===== config.mk =====
export PLATFORM = sky130hd
export DESIGN_NAME = counter_arbiter_ctrl
export DESIGN_NICKNAME = d
export VERILOG_FILES = /design/src/rtl/counter_arbiter_ctrl.sv
export SDC_FILE = /design/constraint.sdc
export NUM_CORES = 1
export LEC_CHECK = 0
export CELL_PAD_IN_SITES_DETAIL_PLACEMENT = 0
export CELL_PAD_IN_SITES_GLOBAL_PLACEMENT = 2
export CORE_ASPECT_RATIO = 1.1
export CORE_MARGIN = 2
export CORE_UTILIZATION = 24
export CTS_CLUSTER_SIZE = 25
export DETAILED_ROUTE_END_ITERATION = 7
export PLACE_DENSITY = 0.69
export SLEW_MARGIN = 20
export SYNTH_ARGS = -nofsm -noshare
export SYNTH_HDL_FRONTEND = slang
export SYNTH_SLANG_ARGS = --single-unit

===== constraint.sdc =====
create_clock -name clk -period 1.3 [get_ports clk]
set_input_delay 0.26 -clock clk [delete_from_list [all_inputs] [get_ports clk]]
set_output_delay 0.26 -clock clk [all_outputs]
set_load 0.02 [all_outputs]

===== src/rtl/counter_arbiter_ctrl.sv =====
// Round-robin arbiter in front of a 2-bit up/down counter: grants requester A or B,
// then steps the counter exactly len times in the captured direction.
module counter_arbiter_ctrl #(
   parameter int LEN_W = 4
) (
   input  logic             clk,
   input  logic             rst,
   input  logic             req_a,
   input  logic             dir_a,
   input  logic [LEN_W-1:0] len_a,
   output logic             ack_a,
   output logic             done_a,
   input  logic             req_b,
   input  logic             dir_b,
   input  logic [LEN_W-1:0] len_b,
   output logic             ack_b,
   output logic             done_b,
   output logic [1:0]       q,
   output logic             busy,
   output logic             owner
);

   typedef enum logic [1:0] {IDLE, RUN, DONE} state_t;

   state_t           state_reg, state_next;
   logic [1:0]       q_reg, q_next;
   logic             last_reg, last_next;
   logic             owner_reg, owner_next;
   logic             dir_reg, dir_next;
   logic [LEN_W-1:0] rem_reg, rem_next;
   logic             ack_a_reg, ack_a_next;
   logic             ack_b_reg, ack_b_next;
   logic             done_a_reg, done_a_next;
   logic             done_b_reg, done_b_next;
   logic             busy_reg, busy_next;
   logic             grant_b;
   logic [LEN_W-1:0] len_sel;

   // B wins when it is alone, or when both ask and A was served last.
   assign grant_b = req_b & (~req_a | ~last_reg);
   assign len_sel = grant_b ? len_b : len_a;

   always_comb begin
      state_next  = state_reg;
      q_next      = q_reg;
      last_next   = last_reg;
      owner_next  = owner_reg;
      dir_next    = dir_reg;
      rem_next    = rem_reg;
      ack_a_next  = 1'b0;
      ack_b_next  = 1'b0;
      case (state_reg)
         IDLE: begin
            if (req_a || req_b) begin
               owner_next = grant_b;
               dir_next   = grant_b ? dir_b : dir_a;
               rem_next   = len_sel;
               ack_a_next = ~grant_b;
               ack_b_next = grant_b;
               state_next = (len_sel != '0) ? RUN : DONE;
            end
         end
         RUN: begin
            q_next   = dir_reg ? (q_reg - 2'd1) : (q_reg + 2'd1);
            rem_next = rem_reg - 1'b1;
            if (rem_reg == {{(LEN_W-1){1'b0}}, 1'b1}) begin
               state_next = DONE;
            end
         end
         DONE: begin
            last_next  = owner_reg;
            state_next = IDLE;
         end
         default: state_next = IDLE;
      endcase
      // DONE lasts exactly one cycle, so entering it is the done pulse.
      done_a_next = (state_next == DONE) && !owner_next;
      done_b_next = (state_next == DONE) && owner_next;
      busy_next   = (state_next != IDLE);
   end

   always_ff @(posedge clk) begin
      if (rst) begin
         state_reg  <= IDLE;
         q_reg      <= 2'd0;
         last_reg   <= 1'b1;
         owner_reg  <= 1'b0;
         dir_reg    <= 1'b0;
         rem_reg    <= '0;
         ack_a_reg  <= 1'b0;
         ack_b_reg  <= 1'b0;
         done_a_reg <= 1'b0;
         done_b_reg <= 1'b0;
         busy_reg   <= 1'b0;
      end else begin
         state_reg  <= state_next;
         q_reg      <= q_next;
         last_reg   <= last_next;
         owner_reg  <= owner_next;
         dir_reg    <= dir_next;
         rem_reg    <= rem_next;
         ack_a_reg  <= ack_a_next;
         ack_b_reg  <= ack_b_next;
         done_a_reg <= done_a_next;
         done_b_reg <= done_b_next;
         busy_reg   <= busy_next;
      end
   end

   assign q      = q_reg;
   assign busy   = busy_reg;
   assign owner  = owner_reg;
   assign ack_a  = ack_a_reg;
   assign ack_b  = ack_b_reg;
   assign done_a = done_a_reg;
   assign done_b = done_b_reg;

endmodule


# Word level (Yosys, flattened, before mapping)
# Index checks and enable logic that the tools add are counted.
op_classes:
  mux: 11
  n_reduce_logical: 11
  eq_ne: 5
  div: 0
  n_mul: 0
  bitwise_logic: 7
  add_sub_neg: 3
  order_cmp: 0
  shifts: 0
ops:
  columns: ["operator", "count"]
  rows:
  - ["$mux 2", 4]
  - ["$mux 4", 2]
  - ["$pmux 4 s2", 1]
  - ["$not 1->1", 5]
  - ["$eq 2x2->1 const B", 2]
  - ["$eq 4x1->1 const B", 1]
  - ["$pmux 2 s2", 1]
  - ["$reduce_and 2->1", 2]
  - ["$reduce_bool 2->1", 2]
  - ["$reduce_bool 4->1", 1]
  - ["$sub 4x1->4 const B", 1]
  - ["$mux 1", 3]
  - ["$reduce_or 3->1", 1]
  - ["$add 2x1->2 const B", 1]
  - ["$eq 2x1->1 const B", 1]
  - ["$logic_and 1x1->1", 2]
  - ["$logic_not 2->1", 1]
  - ["$ne 2x2->1 const B", 1]
  - ["$sub 2x1->2 const B", 1]
  - ["$and 1x1->1", 1]
  - ["$logic_not 1->1", 1]
  - ["$logic_or 1x1->1", 1]
  - ["$or 1x1->1", 1]
word_totals:
  elab_cells: 48
  ramBits: 0
  n_memories: 0
  mem_bits_ro: 0
  input_bits: 14
  regBits: 16
  latchBits: 0
  output_inout_bits: 8

# Depth between registers and ports, before layout
# Gate-level depths: netlist of run 1.
logic_depth:
  depth_word: 10
  mapped_depth: 6
  ltp_nobuf: 6

# Least setup slack after synthesis of run 1
# No wires, ideal clock.
synth_timing:
  path_kind: "register to register"
  startpoint: "register last_reg"
  endpoint: "register rem_reg[0]"
  arrival_time_ns: 1.202
  path_stages_with_launch: 5
  setup_slack_ns: -0.030
  setup_ns: 0.128
  n_path_buf: 0
  cell_sequence: "dfxtp_1 > a21boi_4 > mux2_2 > a221oi_1 > nor2_1"
synth_between:
  elab_chain_cells: 6
synth_lines:
  columns: ["item", "line_no", "text"]
  rows:
  - ["start: declaration", "27", "logic last_reg, last_next;"]
  - ["start signal: assignment", "98", "last_reg <= last_next;"]
  - ["$not 1->1", "40", "assign grant_b = req_b & (~req_a | ~last_reg);"]
  - ["$or 1x1->1", "40", null]
  - ["$and 1x1->1", "40", null]
  - ["$mux 4", "41", "assign len_sel = grant_b ? len_b : len_a;"]
  - ["$mux 4", "54", "if (req_a || req_b) begin"]
  - ["$pmux 4 s2", "52", "case (state_reg)"]
  - ["end signal: assignment", "101", "rem_reg <= rem_next;"]
  - ["end: declaration", "30", "logic [LEN_W-1:0] rem_reg, rem_next;"]
# Every way passes these cells. The select of a mux whose other input is x is not followed.
# A chain may end at the register's enable or synchronous reset.

# Final worst setup path of run 1
layout_timing:
  startpoint: "register last_reg"
  endpoint: "register rem_reg[3]"
# Same word-level chain as after synthesis.

==> metrics.md, run 1 <==
| Metric | Value |
|---|---|
| Status | finished, violations left |
| Failing checks | setup timing |
| Clk_skew | 3.86 ps |
| CTS Hold Bufs | 0 |
| Worst reg2reg startpoint | last_reg |
| Number of port buffers | 21 |
| Fraction of layout cells with a size suffix above 1 | between 30% and 40% |
| Arrival time worst endpoint | about 1500 ps |
| Total gr overflow | 0 |
| Die area | about 3700 um2 |
| Setup tns final | -9.47 ps |
| RSZ-0062 raised after global routing | true |
| Initial antenna violation count | 0 |
| DR pass1 iterations | 4 |
| CP max stage cell | dfxtp_2 |
| Reg power frac | between 40% and 50% |
| CP startpoint kind | register |
| Avg Inst Size Synth | approximately 9.6 um2 |
| Root Buffer | clkbuf_4 |
| Area grow syn2layout | 55.3% |
| Largest register FFs | 4 |
| Critical path, cell by cell | a21boi_4, buf_4, mux2_2, nand2_1, a21oi_1 |
| Sink Count | 16 |
| Internal | roughly 1.0 mW |
| Die X-Extent | approximately 60 um |
| DR DRC count | 0 |
| Die height | around 64 um |
| CORE AREA | 3070 um2 |
| CP Class | register to register |
| Crit path launch | last_reg |
| CTS buffer count | 3 |
| Slew @ Worst Pin | 268 ps |
| CP peak stage delay | roughly 350 ps |
| Fmax achieved | between 700 and 800 MHz |
| Cell area after layout | 1210 um2 |
| Row count | 21 |
| Fin. Hold Viols | 0 |
| Initial core utilization | between 20 and 30% |
| Final worst setup slack | -8.98 ps |
| Worst Hold Path Cells | 3 |
| Critical path depth | 5 |
| Final cycle utilization of the critical path | 101% |
| CTS tree | built |
| Final design utilization | approximately 39% |
| Crit path max-delay family | flip-flops |
| Hold path start | req_b |
| Worst R2R Path Depth | 5 |
| Via count | ~700 |
| Post-DRT Antenna Nets | 0 |
| Number of synthesized register bits | 16 |
| Sequential share of the synthesized area | between 40% and 50% |
| Yosys warns | 0 |
| Leakage | between 0.5 and 0.6 nW |
| Initial DRC Count | 12 |
| Final Setup Violations | 2 |
| Max-slew violation count | 0 |
| Hold WC Path Type | input pin to register |
| Vias in the first global route | slightly below 700 |
| Library cells used by synthesis | 35 |
| Worst VDD drop | roughly 0.53 mV |
| Htree depth | 1 |
| Max_slew headroom | 82.1% |
| Clk slew on worst S/H paths | roughly 100 ps |
| Via density | between 4 and 5 |
| Buf+Inv Stages, Crit Path | 1 |
| Max Cap Viol | 0 |
| Detailed Route WL | 1800 um |
| Syn_nets | 97 |
| Tot Pwr | roughly 1.5 mW |
| Logic pwr share | approximately 41% |
| Sw frac | approximately 33% |
| Syn Inst Count | 81 |
| Crit path max fanout | 7 |
| I/O pins | 22 |
| NetSw | 0.504 mW |
| Gp weighted congestion | between 0.6 and 0.7 |
| Kind of end point of the critical path | register |
| Total track usage | between 10% and 20% |
| Global-route wire length before repair | roughly 3000 um |
| Nets | 140 |
| CTS max path bufs | 2 |
| DP Area | approximately 1200 um2 |
| Synthesized cell area | between 700 and 800 um2 |
| Largest net degree at the start of global routing | 10 |
| Power Dens Cells | approximately 1300 nW/um2 |
| ANT cells | 0 |
| Worst-Skew Late Latency | about 300 ps |
| Fin crit period | 1310 ps |
| WL per Instance | between 10 and 15 um |
| Req. time, crit path | around 1500 ps |
| Post-DP HPWL | approximately 1500 um |
| Clock power frac | around 18% |
what timing repair did:
item | CTS | global route
cloned | 0 | 0
resized for setup | 12 | 8
pin swaps | 1 | 3
setup buffers | 0 | 1
endpoints found under the setup margin | 18 | 13
power by group through the flow:
stage / combinational [mW] / clock [mW] / sequential, mW
after floorplan: 0.321 / 0 / 0.667
final: 0.621 / 0.273 / 0.628
after global routing: 0.688 / 0.306 / 0.638
after detailed placement: 0.626 / 0 / 0.629
after CTS: 0.613 / 0.281 / 0.620
after global placement: 0.627 / 0 / 0.628
metal layers:
layer	routed length (um)	track usage, %	vias to the layer above
met5	0	0	-
met4	57	7.85	0
met3	74	1.42	5
met2	799	16.3	16
met1	874	13.6	323
li1	-	-	371
through the flow:
step,cells,hold slack [ps],setup slack (ps)
floorplan,81,382,6.90
global placement,152,477,-491
detailed placement,152,495,-510
CTS,155,415,-24.0
global route,156,439,-99.6
finish,156,415,-8.98
path summary, 6_finish.rpt:
path	to	slack (ps)
worst min register to register	q[1]	500
worst max-delay path	rem_reg[3]	-9
worst min-delay path	busy	420
worst max register to register	rem_reg[3]	-9
cells in the mapped netlist:
master / instances / area [um2]
a22oi_1: 1 / 7.51
mux2i_1: 4 / 40.0
a221oi_1: 2 / 17.5
o21a_2: 1 / 8.76
xnor2_1: 2 / 17.5
o2bb2ai_1: 1 / 8.76
nand2_1: 4 / 15.0
a21oi_1: 3 / 15.0
nand3b_1: 1 / 7.51
a21boi_4: 1 / 18.8
or2_2: 1 / 6.26
nor4b_2: 1 / 15.0
nor3_1: 2 / 10.0
a22o_1: 1 / 8.76
dfxtp_1: 16 / 320
a211oi_1: 2 / 15.0
o21ai_0: 1 / 5.00
nor2_1: 11 / 41.3
nor3b_1: 1 / 7.51
or3_1: 1 / 6.26
a31o_1: 1 / 8.76
or2_1: 1 / 6.26
xor2_1: 1 / 8.76
nand3_1: 1 / 5.00
mux2_2: 3 / 33.8
and3_4: 1 / 11.3
ha_1: 2 / 25.0
and2_1: 1 / 6.26
buf_6: 2 / 22.5
nand2b_1: 2 / 12.5
inv_1: 4 / 15.0
clkbuf_1: 1 / 3.75
and2_4: 1 / 8.76
nor4_1: 2 / 12.5
o32ai_1: 1 / 8.76
layout make-up:
cell class	count	area (um2)
clock buffer	3	22.5
fill	319	1860
inverter	4	15.0
multi-input combinational	58	463
sequential	16	324
tap	34	42.5
timing repair buffer	41	345
tightest hold or removal path, cell delays in order:
cell and delay, ps:
dlygate4sd2_1 230, nor3_1 60, nor3_1 120
logic make-up after synthesis:
group           after synthesis  share of synthesized area [%]
compound gates               15                           15.7
simple gates                 31                           22.0
flops                        16                           41.0
mux                           7                           9.46
xor+xnor                      3                           3.37
fa+ha+maj                     2                           3.20
buf+inv                       7                           5.29
layout by cell type (no fill, tap or decap), types with 3 or more instances in the layout:
cell              n
buf_4            20
dfxtp_1          13
clkdlybuf4s50_1  11
nor2_1           10
dlygate4sd2_1     8
inv_1             4
mux2i_1           4
nand2_1           4
a21oi_1           3
clkbuf_4          3
dfxtp_2           3
(Power assumes the default switching activity.)
==> run 2, diff against run 1 <==
PLACE_DENSITY = not set   (was 0.69)
PLACE_DENSITY_LB_ADDON = 0.05   (was not set)
==> metrics.md, run 2 (same netlist as run 1, synthesis figures left out) <==
| Metric | Value |
|---|---|
| Tot Pwr | 1.63 mW (was 1.52 mW) |
| Setup tns final | 0 ps (was -9.47 ps) |
| Fin. Hold Viols | 0 (unchanged) |
| Via density | 4.58 (about the same) |
| CORE AREA | 3070 um2 (unchanged) |
| Crit path max-delay family | flip-flops (unchanged) |
| CTS max path bufs | 2 (unchanged) |
| Gp weighted congestion | 0.750 (was 0.676) |
| Layout filler cell count | 320 (was 319) |
| Initial DRC Count | 13 (was 12) |
| Final Setup Violations | 0 (was 2) |
| Req. time, crit path | 1480 ps (was 1490 ps) |
| Detailed Route WL | 1970 um (was 1800 um) |
| CP startpoint kind | register (unchanged) |
| Leakage | 0.572 nW (was 0.530 nW) |
| Status | completed (was finished, violations left) |
| Worst Hold Path Cells | 2 (was 3) |
| Via count | 742 (was 715) |
| Row count | 21 (unchanged) |
| CTS buffer count | 3 (unchanged) |
| CTS tree | built (unchanged) |
| WL per Instance | 12.1 um (was 11.6 um) |
| Critical path, cell by cell | a21boi_4, buf_12, mux2_4, a221oi_2, nor2_1 (was a21boi_4, buf_4, mux2_2, nand2_1, a21oi_1) |
| CP peak stage delay | 350 ps (about the same) |
| Power Dens Cells | 1260 nW/um2 (about the same) |
| Most frequent cells in the layout | buf_4 (24), dfxtp_1 (12), clkdlybuf4s50_1 (11) (was buf_4 (20), dfxtp_1 (13), clkdlybuf4s50_1 (11)) |
| Area grow syn2layout | 65.5% (was 55.3%) |
| Commonest non-fill, non-tap cell in the layout | buf_4 (unchanged) |
| Clk slew on worst S/H paths | 100 ps (about the same) |
| Final design utilization | 42.0% (was 39.4%) |
| Die height | 63.8 um (unchanged) |
| Total gr overflow | 0 (unchanged) |
| Die area | 3730 um2 (unchanged) |
| Post-DP HPWL | 1560 um (was 1450 um) |
| Max-slew violation count | 0 (unchanged) |
| Largest net degree at the start of global routing | 10 (unchanged) |
| Final cycle utilization of the critical path | 99.7% (was 101%) |
| ANT cells | 0 (unchanged) |
| Slew @ Worst Pin | 285 ps (was 268 ps) |
| Clk_skew | 9.52 ps (was 3.86 ps) |
| Worst R2R Path Depth | 5 (unchanged) |
| RSZ-0062 raised after global routing | true (unchanged) |
| Reg2reg end | rem_reg[1] (was rem_reg[3]) |
| Fin crit period | 1300 ps (was 1310 ps) |
| Largest register FFs | 4 (unchanged) |
| Worst VDD drop | 0.591 mV (was 0.530 mV) |
| R2R Setup Slk | 4 ps (was -9 ps) |
| Initial antenna violation count | 0 (unchanged) |
| I/O pins | 22 (unchanged) |
| Initial core utilization | 25.4% (unchanged) |
| CP Class | register to register (unchanged) |
| Worst-Skew Late Latency | 290 ps (was 300 ps) |
| Crit path max fanout | 8 (was 7) |
| DR DRC count | 0 (unchanged) |
| Max_slew headroom | 80.9% (was 82.1%) |
| DP Area | 1190 um2 (was 1170 um2) |
| Sink Count | 16 (unchanged) |
| Root Buffer | clkbuf_4 (unchanged) |
| CTS Hold Bufs | 0 (unchanged) |
| Fmax achieved | 772 MHz (was 764 MHz) |
| Post-DRT Antenna Nets | 0 (unchanged) |
| Die X-Extent | 58.4 um (unchanged) |
| Vias in the first global route | 702 (was 680) |
| Arrival time worst endpoint | 1470 ps (was 1500 ps) |
| Kind of end point of the critical path | register (unchanged) |
| Total track usage | 11.2% (was 10.7%) |
| Hold WC Path Type | register to register (was input pin to register) |
| CP max stage cell | dfxtp_2 (unchanged) |
| Cell area after layout | 1290 um2 (was 1210 um2) |
| Buf+Inv Stages, Crit Path | 1 (unchanged) |
| Fraction of layout cells with a size suffix above 1 | 40.6% (was 34.4%) |
| Worst reg2reg startpoint | last_reg (unchanged) |
| Hold path start | dir_reg (was req_b) |
| Number of port buffers | 21 (unchanged) |
| Nets | 145 (was 140) |
| Min-Delay Endpoint | dir_reg (was busy) |
| DR pass1 iterations | 4 (unchanged) |
| Htree depth | 1 (unchanged) |
| Global-route wire length before repair | 3120 um (was 2990 um) |
| Max Cap Viol | 0 (unchanged) |
[run 2: layout make-up]
type	instances	area, um2	area share, %
repair buffers	46	394	30.5
clock buffers	4	36.3	2.81
well taps	34	42.5	3.29
multi-input cells	58	477	36.9
flip-flops and latches	16	328	25.4
inverters	4	15.0	1.16
[run 2: power breakdown]
part	switching (mW)	internal, mW	total (mW)	leakage [nW]
sequential	0.0615	0.569	0.630	0.133
combinational	0.299	0.366	0.664	0.419
clock	0.164	0.170	0.334	0.0210
total	0.524	1.10	1.63	0.572
[run 2: what timing repair did]
action,in CTS,in global routing
gates resized for setup,12,12
setup endpoints to repair,18,12
pin swaps,1,1
setup buffers,3,0
cloned,0,0
[run 2: worst max path at each step]
| stage | start | cells past startpoint | to | slack (ps) |
|---|---|---|---|---|
| 6_report | last_reg | 5 | rem_reg[1] | 4 |
| 5_1_grt | last_reg | 5 | rem_reg[0] | -80 |
| 4_1_cts | state_reg[1] | 4 | q[1] | -0.8 |
| 3_5_place_dp | req_b | 5 | state_reg[0] | -520 |
| 3_3_place_gp | req_b | 5 | rem_reg[0] | -470 |
| 2_1_floorplan | last_reg | 4 | rem_reg[0] | 7 |
[run 2: worst min-delay path: cells and delay by family (launching register included)]
| kind | cells | cell delay (ps) |
|---|---|---|
| flops | 1 | 330 |
| compound gates | 1 | 50 |
| simple gates | 1 | 100 |
[run 2: through the flow]
stage          hold WS (ps)  std cells  setup slack [ps]
2_1_floorplan           382         81              6.90
3_3_place_gp            462        155              -470
3_5_place_dp            479        155              -515
4_1_cts                 490        162            -0.760
5_1_grt                 546        162             -76.4
6_report                512        162              4.11
[run 2: routing by layer]
metal | GRT usage, % | share of wire [%]
met4 | 6.10 | 0.97
met3 | 2.43 | 4.7
met1 | 14.6 | 48
met5 | 0 | 0
met2 | 17.0 | 46
==> run 3, diff against run 2 <==
CORE_MARGIN = not set   (was 2)
==> metrics.md, run 3 (same netlist as run 1, synthesis figures left out) <==
| Metric | Value |
|---|---|
| Req. time, crit path | 1490 ps (was 1480 ps) |
| Gp weighted congestion | 0.754 (was 0.750) |
| Kind of end point of the critical path | register (unchanged) |
| Fmax achieved | 758 MHz (was 772 MHz) |
| Fin crit period | 1320 ps (was 1300 ps) |
| Most frequent cells in the layout | buf_4 (23), dfxtp_1 (11), clkdlybuf4s50_1 (11) (was buf_4 (24), dfxtp_1 (12), clkdlybuf4s50_1 (11)) |
| I/O pins | 22 (unchanged) |
| CORE AREA | 3070 um2 (unchanged) |
| Critical path, cell by cell | a21boi_4, buf_4, nor4_1, o21a_2, a22o_1 (was a21boi_4, buf_12, mux2_4, a221oi_2, nor2_1) |
| Final cycle utilization of the critical path | 102% (was 99.7%) |
| Sink Count | 16 (unchanged) |
| Die area | 3490 um2 (was 3730 um2) |
| Leakage | 0.548 nW (was 0.572 nW) |
| Commonest non-fill, non-tap cell in the layout | buf_4 (unchanged) |
| Die X-Extent | 56.4 um (was 58.4 um) |
| Detailed Route WL | 1930 um (was 1970 um) |
| Htree depth | 1 (unchanged) |
| Die height | 61.8 um (was 63.8 um) |
| Final worst setup slack | -19.8 ps (was 4.11 ps) |
| Initial antenna violation count | 0 (unchanged) |
| Worst VDD drop | 0.678 mV (was 0.591 mV) |
| Largest net degree at the start of global routing | 10 (unchanged) |
| Dpl cells | 154 (was 155) |
| Arrival time worst endpoint | 1510 ps (was 1470 ps) |
| CTS buffer count | 3 (unchanged) |
| Slew @ Worst Pin | 284 ps (was 285 ps) |
| CP peak stage delay | 350 ps (about the same) |
| Largest register FFs | 4 (unchanged) |
| Initial DRC Count | 16 (was 13) |
| Vias in the first global route | 663 (was 702) |
| Max-slew violation count | 0 (unchanged) |
| Power Dens Cells | 1250 nW/um2 (was 1260 nW/um2) |
| Final design utilization | 40.5% (was 42.0%) |
| CTS max path bufs | 2 (unchanged) |
| Row count | 21 (unchanged) |
| Final Setup Violations | 2 (was 0) |
| Via count | 746 (was 742) |
| Hold WC Path Type | register to register (unchanged) |
| CP startpoint kind | register (unchanged) |
| Initial core utilization | 25.4% (unchanged) |
| Clk slew on worst S/H paths | 100 ps (about the same) |
| Root Buffer | clkbuf_4 (unchanged) |
| Fraction of layout cells with a size suffix above 1 | 36.0% (was 40.6%) |
| RSZ-0062 raised after global routing | true (unchanged) |
| Global-route wire length before repair | 2940 um (was 3120 um) |
| Total gr overflow | 0 (unchanged) |
| WL per Instance | 12.1 um (about the same) |
| Total track usage | 11.5% (was 11.2%) |
| Buf+Inv Stages, Crit Path | 1 (unchanged) |
| Post-DP HPWL | 1560 um (about the same) |
| Max Cap Viol | 0 (unchanged) |
| DR pass1 iterations | 4 (unchanged) |
| Crit path max fanout | 6 (was 8) |
| Number of port buffers | 21 (unchanged) |
| R2R Setup Slk | -20 ps (was 4 ps) |
| CTS tree | built (unchanged) |
| ANT cells | 0 (unchanged) |
| Max_slew headroom | 80.9% (about the same) |
| Via density | 4.69 (was 4.58) |
| CP max stage cell | dfxtp_2 (unchanged) |
| Fin. Hold Viols | 0 (unchanged) |
| CP Class | register to register (unchanged) |
| Cell Count, Final, Fillers Out | 159 (was 162) |
| Failing checks | setup timing |
| Area grow syn2layout | 59.5% (was 65.5%) |
| Status | finished, violations left (was completed) |
| Worst-Skew Late Latency | 290 ps (about the same) |
| Crit path max-delay family | compound AO/OA/AOI/OAI gates (was flip-flops) |
| Clk_skew | 3.01 ps (was 9.52 ps) |
| DR DRC count | 0 (unchanged) |
| Nets | 143 (was 145) |
| Post-DRT Antenna Nets | 0 (unchanged) |
[run 3: cell count changes in the layout (fill, tap and decap cells not counted), sizes merged]
cell / before / now
buf: 25 / 23
clkbuf: 5 / 3
clkdlybuf4s15: 0 / 1
[run 3: cell type report]
cell class / instances / area, um2
clock buffers: 3 / 22.5
inverters: 4 / 15.0
multi-input cells: 58 / 464
flip-flops and latches: 16 / 329
fillers: 325 / 1830
well taps: 34 / 42.5
repair buffers: 44 / 372
[run 3: routing by layer]
| metal | wire length [um] | up-vias | GRT usage, % |
|---|---|---|---|
| met5 | 0 | - | 0 |
| li1 | - | 377 | - |
| met4 | 24 | 0 | 5.23 |
| met1 | 923 | 347 | 13.9 |
| met2 | 894 | 20 | 19.9 |
| met3 | 87 | 2 | 2.69 |
[run 3: final timing paths]
kind,start,to,cells after the start
max,last_reg,done_a,5
min reg2reg,q[1],q[1],2
max reg2reg,last_reg,done_a,5
min,q[1],q[1],2
[run 3: where the power goes]
group	switching [mW]	internal [mW]
registers	0.0639	0.570
clock network	0.168	0.108
logic	0.289	0.354
total	0.521	1.03
[run 3: timing repair]
action / 4_1_cts / 5_1_grt
resized for setup: 12 / 9
hold buffers: 0 / 0
hold endpoints to repair: 0 / 0
endpoints found under the setup margin: 18 / 10
buffers inserted: 1 / 1
pin swaps: 2 / 6
gates cloned: 0 / 0
[run 3: worst register-to-register path: cells and delay by family (launching register included)]
kind / cells / cell delay (ps)
simple gates: 1 / 40
flops: 1 / 350
compound gates: 3 / 670
buf+inv: 1 / 170
[run 3: metrics by stage]
step	setup WS, ps	setup TNS, ps	cell area (um2)	power (mW)	hold slack, ps
after floorplan	6.90	0	802	0.988	382
after CTS	-41.0	-65.1	1210	1.54	493
after detailed placement	-476	-4770	1190	1.27	481
after global placement	-455	-4700	1190	1.26	463
after global routing	-66.8	-319	1240	1.66	549
final	-19.8	-29.2	1240	1.55	493
